## src/rtl/demux_pkg.sv

```systemverilog
// demux_pkg: shared constants and helpers for demux_stream_1_n.
package demux_pkg;
  localparam int STAT_W = 16;
  localparam logic [STAT_W-1:0] STAT_MAX = 16'hFFFF;
  function automatic int sel_width(input int n);
    return ($clog2(n) < 1) ? 1 : $clog2(n);
  endfunction
endpackage

```

## src/rtl/demux_stream_1_n_slot.sv

```systemverilog
// demux_slot: one-entry valid/ready holding register for one output channel.
module demux_slot
  import demux_pkg::*;
#(
  parameter int W = 4
) (
  input  logic         clk,
  input  logic         reset,
  input  logic         i_load,
  input  logic         i_drain,
  input  logic [W-1:0] i_data,
  output logic         o_valid,
  output logic [W-1:0] o_data
);
  logic         r_valid;
  logic [W-1:0] r_data;
  // data is kept after a drain so the output holds its last word
  always_ff @(posedge clk or posedge reset)
    if (reset) begin
      r_valid <= 1'b0;
      r_data  <= '0;
    end else begin
      r_valid <= i_load | (r_valid & ~i_drain);
      if (i_load) r_data <= i_data;
    end
  assign o_valid = r_valid;
  assign o_data  = r_data;
endmodule

```

## src/rtl/demux_stream_1_n.sv

```systemverilog
// demux_stream_1_n: registered 1-to-N stream demux with per-channel one-entry slots.
// Define DEMUX_STATS_EN to build saturating per-channel delivered-word counters.
module demux_stream_1_n
  import demux_pkg::*;
#(
  parameter int bus_size = 4,
  parameter int num_ch = 4,
  localparam int SEL_W = sel_width(num_ch)
) (
  input  logic                       clk,
  input  logic                       reset,
  input  logic                       in_valid,
  output logic                       in_ready,
  input  logic [bus_size-1:0]        in,
  input  logic [SEL_W-1:0]           select,
  output logic [num_ch-1:0]          out_valid,
  input  logic [num_ch-1:0]          out_ready,
  output logic [num_ch*bus_size-1:0] out_data,
  output logic                       sel_err,
  input  logic [SEL_W-1:0]           stat_sel,
  output logic [STAT_W-1:0]          stat_count
);
  localparam logic [SEL_W:0] NCH = (SEL_W+1)'(num_ch);
  logic              w_sel_ok;
  logic              w_blocked;
  logic [num_ch-1:0] w_load;
  logic [num_ch-1:0] w_drain;
  logic              r_sel_err;
  assign w_sel_ok = {1'b0, select} < NCH;
  // out-of-range selects never match a channel, so they are never blocked
  always_comb begin
    w_blocked = 1'b0;
    w_load    = '0;
    for (int i = 0; i < num_ch; i++)
      if (select == SEL_W'(i)) begin
        w_blocked = out_valid[i] & ~out_ready[i];
        w_load[i] = in_valid & ~w_blocked;
      end
  end
  assign in_ready = ~w_blocked;
  assign w_drain  = out_valid & out_ready;
  for (genvar g = 0; g < num_ch; g++) begin : g_slot
    demux_slot #(.W(bus_size)) u_slot (
      .clk     (clk),
      .reset   (reset),
      .i_load  (w_load[g]),
      .i_drain (w_drain[g]),
      .i_data  (in),
      .o_valid (out_valid[g]),
      .o_data  (out_data[g*bus_size +: bus_size])
    );
  end
  always_ff @(posedge clk or posedge reset)
    if (reset) r_sel_err <= 1'b0;
    else if (in_valid && !w_sel_ok) r_sel_err <= 1'b1;
  assign sel_err = r_sel_err;
`ifdef DEMUX_STATS_EN
  logic [STAT_W-1:0] r_cnt [num_ch];
  always_ff @(posedge clk or posedge reset)
    if (reset) begin
      for (int i = 0; i < num_ch; i++) r_cnt[i] <= '0;
    end else begin
      for (int i = 0; i < num_ch; i++)
        if (w_drain[i] && r_cnt[i] != STAT_MAX) r_cnt[i] <= r_cnt[i] + STAT_W'(1);
    end
  always_comb begin
    stat_count = '0;
    for (int i = 0; i < num_ch; i++)
      if (stat_sel == SEL_W'(i)) stat_count = r_cnt[i];
  end
`else
  logic w_unused_sel;
  assign w_unused_sel = ^stat_sel;
  assign stat_count   = '0;
`endif
endmodule

```

## config.mk

```make
export PLATFORM = sky130hd
export DESIGN_NAME = demux_stream_1_n
export DESIGN_NICKNAME = d
export VERILOG_FILES = /design/src/rtl/demux_pkg.sv /design/src/rtl/demux_stream_1_n_slot.sv /design/src/rtl/demux_stream_1_n.sv
export SDC_FILE = /design/constraint.sdc
export NUM_CORES = 1
export LEC_CHECK = 0
export CAP_MARGIN = 25
export CELL_PAD_IN_SITES_DETAIL_PLACEMENT = 1
export CELL_PAD_IN_SITES_GLOBAL_PLACEMENT = 1
export CORE_UTILIZATION = 30
export CTS_BUF_LIST = sky130_fd_sc_hd__clkbuf_8
export DETAILED_ROUTE_END_ITERATION = 8
export HOLD_SLACK_MARGIN = 0.12
export PLACE_DENSITY = 0.81
export SYNTH_ARGS = -nofsm -noshare
export SYNTH_HDL_FRONTEND = slang
export SYNTH_HIERARCHICAL = 1
export SYNTH_SLANG_ARGS = --single-unit
```

## constraint.sdc

```tcl
create_clock -name clk -period 1.88 [get_ports clk]
set_input_delay 0.188 -clock clk [delete_from_list [all_inputs] [get_ports clk]]
set_output_delay 0.188 -clock clk [all_outputs]
set_load 0.01 [all_outputs]
```

==> out/results.md <==
| Group | Metric | Value |
|---|---|---|
| sta | Fmax achieved | 589 MHz |
| synthesis | Post-synthesis register bit count | 20 |
| setup path | CP max FO | 2 |
| final layout | Fin cells | 160 |
| floorplanning | Area enclosed by the die boundary | 3590 um^2 |
| floorplanning | Die height | 59.9 um |
| synthesis | Mux cell area share after synthesis | 20.1% |
| sta | Number of failing setup endpoints in the final timing report | 0 |
| clocking | Number of clock sinks seen by CTS | 20 |
| floorplanning | Placement Rows | 20 |
| floorplanning | Core Footprint | 3130 um^2 |
| global route | Layer with the highest usage after global routing | met2 |
| synthesis | Share of synthesized cell area in and, or, nand and nor gates | 10.6% |
| floorplanning | Chip width | 59.9 um |
| hold path | Hold Path Class | input port to asynchronous set/reset pin |
| setup path | Max stage delay on crit path | 440 ps |
| power | Total power consumption of the routed design | 0.00158 W |
| power | Lkg Pwr | 0.622 nW |
| job | Number of maximum-capacitance violations | 0 |
| placed design | Post-detailed-placement half-perimeter wirelength | 1860 um |
| global route | Met1 routing resource usage after global routing | 15.7% |
| clocking | Number of buffers inserted during clock tree synthesis | 3 |
| final layout | Commonest cells after routing, fill and taps aside | sky130_fd_sc_hd__clkdlybuf4s50_1, sky130_fd_sc_hd__dfrtp_1, sky130_fd_sc_hd__conb_1 |
| global route | Met2 Use GR | 25.9% |
| routing | Avg Vias per Cell | 4.13 |
| sta | Slack of the critical path | 183 ps |
| sta | Worst hold slack across all endpoints | 235 ps |
| placed design | Placed cell count | 157 |
| global route | Overflow left after global routing | 0 |
| power | Maximum VDD drop | 0.275 mV |
| setup path | Depth of the worst register-to-register path | 4 |
| routing | Total number of vias | 661 |
| global route | Antenna violations before repair | 0 |
| clocking | Source-to-sink clock delay at the later pin of the worst-skew pair | 250 ps |
| sta | Crit path time final | 1700 ps |
| sta | Unrepaired setup endpoints after global routing | no |
| synthesis | Average size of a mapped cell | 12.7 um^2 |
| global route | Wire length of the first global-routing pass | 3570 um |
| placed design | Placer's final routability congestion estimate | 0.691 |
| clocking | Postcts setup bufs | 0 |
| setup path | Endpoint of the lowest-slack register-to-register path | g_slot[0].u_slot/o_data[3] |
| synthesis | Distinct cell type count of the synthesized netlist | 14 |
| clocking | Clock-pin slew on the worst setup and hold paths | 70 ps |
| clocking | Deepest clock path buffer count | 2 |
| final layout | # diodes | 0 |
| synthesis | Post-synthesis instance total | 79 |
| routing | Router iterations before antenna repair | 2 |
| setup path | Category of the critical setup timing path | input port to primary output |
| clocking | CTS tree | done |
| global route | GR Util All Layers | 13.8% |
| global route | Largest net degree at the start of global routing | 11 |
| clocking | Number of levels in the clock H-tree | 1 |
| setup path | FF-to-FF setup slack | 470 ps |
| placed design | Post-placement worst setup slack | -17.7 ps |
| sta | Clock skew | 0.674 ps |
| clocking | Clk Tree Root Cell | sky130_fd_sc_hd__clkbuf_8 |
| synthesis | Leading area contributor after synthesis | sky130_fd_sc_hd__dfrtp_1 |
| outcome | Outcome | finished clean |
| setup path | Critical path launch point type | input port |
| sta | Number of hold violations in the final report | 0 |
| power | Total power density per cell area | 1150 nW/um^2 |
| sta | Final Slew Violations | 0 |
| final layout | Most frequent standard cell in the layout excluding fill and tap cells | sky130_fd_sc_hd__clkdlybuf4s50_1 |
| final layout | Fin util | 44.1% |
| setup path | Kind of capture point of the worst setup path | primary output |
| global route | Met3 capacity usage during global routing | 3.25% |
| clocking | Number of hold-repair buffers added at the cts stage | 0 |
| setup path | Worst endpoint data arrival time | 1510 ps |
| routing | Wire per inst | 13.8 um |
| global route | Via count of the first global-routing pass | 687 |
| synthesis | Largest family of logic cells by synthesized area | multiplexers |
| final layout | Ratio of cells with drive above 1 in the final layout | 25.9% |
| synthesis | Cells taking the most area after synthesis | sky130_fd_sc_hd__dfrtp_1, sky130_fd_sc_hd__mux2_2, sky130_fd_sc_hd__buf_4 |
| synthesis | Post-synthesis compound-gate area fraction | 3.48% |
| routing | Residual DRC | 0 |
| synthesis | Post-Synthesis Cell Area | 1010 um^2 |
| synthesis | Syn. warnings | 6 |
| synthesis | Top-area cell type share of the netlist area | 49.8% |
| floorplanning | Total I/O pin count | 53 |
| placed design | Quantity of I/O buffers inserted on ports | 33 |
| setup path | R2r startpoint | g_slot[0].u_slot/o_valid |
| synthesis | Adder-cell share of the synthesized area | 0% |
| synthesis | Xor/xnor share of the synthesized area | 0% |
| floorplanning | Starting density of the core | 32.2% |
| routing | DRC violation total after the first TritonRoute iteration | 14 |
| setup path | Data required, critical path | 1690 ps |
| setup path | CP Cell Sequence | clkdlybuf4s50_1, nand2b_1, mux4_2, dlygate4sd2_1 |
| synthesis | Proportion of synthesized chip area in sequential cells | 49.8% |
| routing | Final wirelength | 2210 um |
| final layout | Area growth from synthesis to layout | 37.1% |
| setup path | Crit path max-delay cell type | sky130_fd_sc_hd__mux4_2 |
| final layout | Net count, final | 133 |
| sta | Period utilisation layout | 90.3% |
| routing | Routed Antenna Nets | 0 |
## timing repair
item | in CTS | in global routing
endpoints found under the setup margin | 1 | 0
gates resized for setup | 1 | 0
hold endpoints to repair | 0 | 0
## logic make-up after synthesis
logic type / count (synthesis)
buffers and inverters: 25
AO/OA/AOI/OAI: 4
flip-flops: 20
multiplexers: 17
AND/OR/NAND/NOR: 12
other: 1
## synth_stat cells
master / instances
sky130_fd_sc_hd__dfrtp_1: 20
sky130_fd_sc_hd__buf_4: 17
sky130_fd_sc_hd__mux2_2: 16
sky130_fd_sc_hd__inv_1: 8
sky130_fd_sc_hd__a21o_2: 4
sky130_fd_sc_hd__and2_1: 3
sky130_fd_sc_hd__and4b_1: 2
sky130_fd_sc_hd__nand2b_1: 2
sky130_fd_sc_hd__nand2b_4: 2
sky130_fd_sc_hd__and2_2: 1
sky130_fd_sc_hd__and4_2: 1
sky130_fd_sc_hd__conb_1: 1
sky130_fd_sc_hd__mux4_2: 1
sky130_fd_sc_hd__nor4bb_1: 1
## per-layer routing
layer	up-vias	share of wire [%]
met3	3	5.9
met4	0	0.68
li1	303	-
met1	324	36
met2	31	57
met5	-	0
## layout make-up
cell class | count | area, um^2
Multi-Input combinational cell | 50 | 408
Fill cell | 343 | 1750
Clock buffer | 3 | 41.3
Inverter | 8 | 30.0
Timing Repair Buffer | 35 | 344
Tap cell | 44 | 55.1
Sequential cell | 20 | 500
## flip-flops by register name, summed over array words and instances, names as in the netlist
| name | count |
|---|---|
| g_slot.u_slot/o_data | 16 |
| g_slot.u_slot/o_valid | 4 |
## power by group
| part | switching [W] | leakage, nW | internal, W |
|---|---|---|---|
| logic | 0.000235 | 0.363 | 0.000405 |
| registers | 0.000100 | 0.238 | 0.000569 |
| clock network | 0.000127 | 0.0216 | 0.000142 |
| total | 0.000463 | 0.622 | 0.00112 |
## worst max-delay path, delay by kind of cell
kind	cells	cell delay, ps
muxes	1	440
buffers and inverters	2	720
and+or+nand+nor	1	170
## worst max path at each step
stage,from,endpoint,slack [ps]
detailed placement,out_ready[2],in_ready,-20
global placement,out_ready[3],in_ready,2
floorplan,g_slot[0].u_slot/o_valid,g_slot[0].u_slot/o_data[0],300
global route,out_ready[2],in_ready,130
finish,out_ready[2],in_ready,180
CTS,out_ready[2],in_ready,170
## per-stage QoR
| stage | instance area (um^2) | setup TNS, ps |
|---|---|---|
| 6_report | 1380 | 0 |
| 5_1_grt | 1380 | 0 |
| 4_1_cts | 1380 | 0 |
| 3_5_place_dp | 1340 | -17.7 |
| 3_3_place_gp | 1340 | 0 |
| 2_1_floorplan | 1070 | 0 |
No activity file was read; power rests on OpenSTA's default activity.
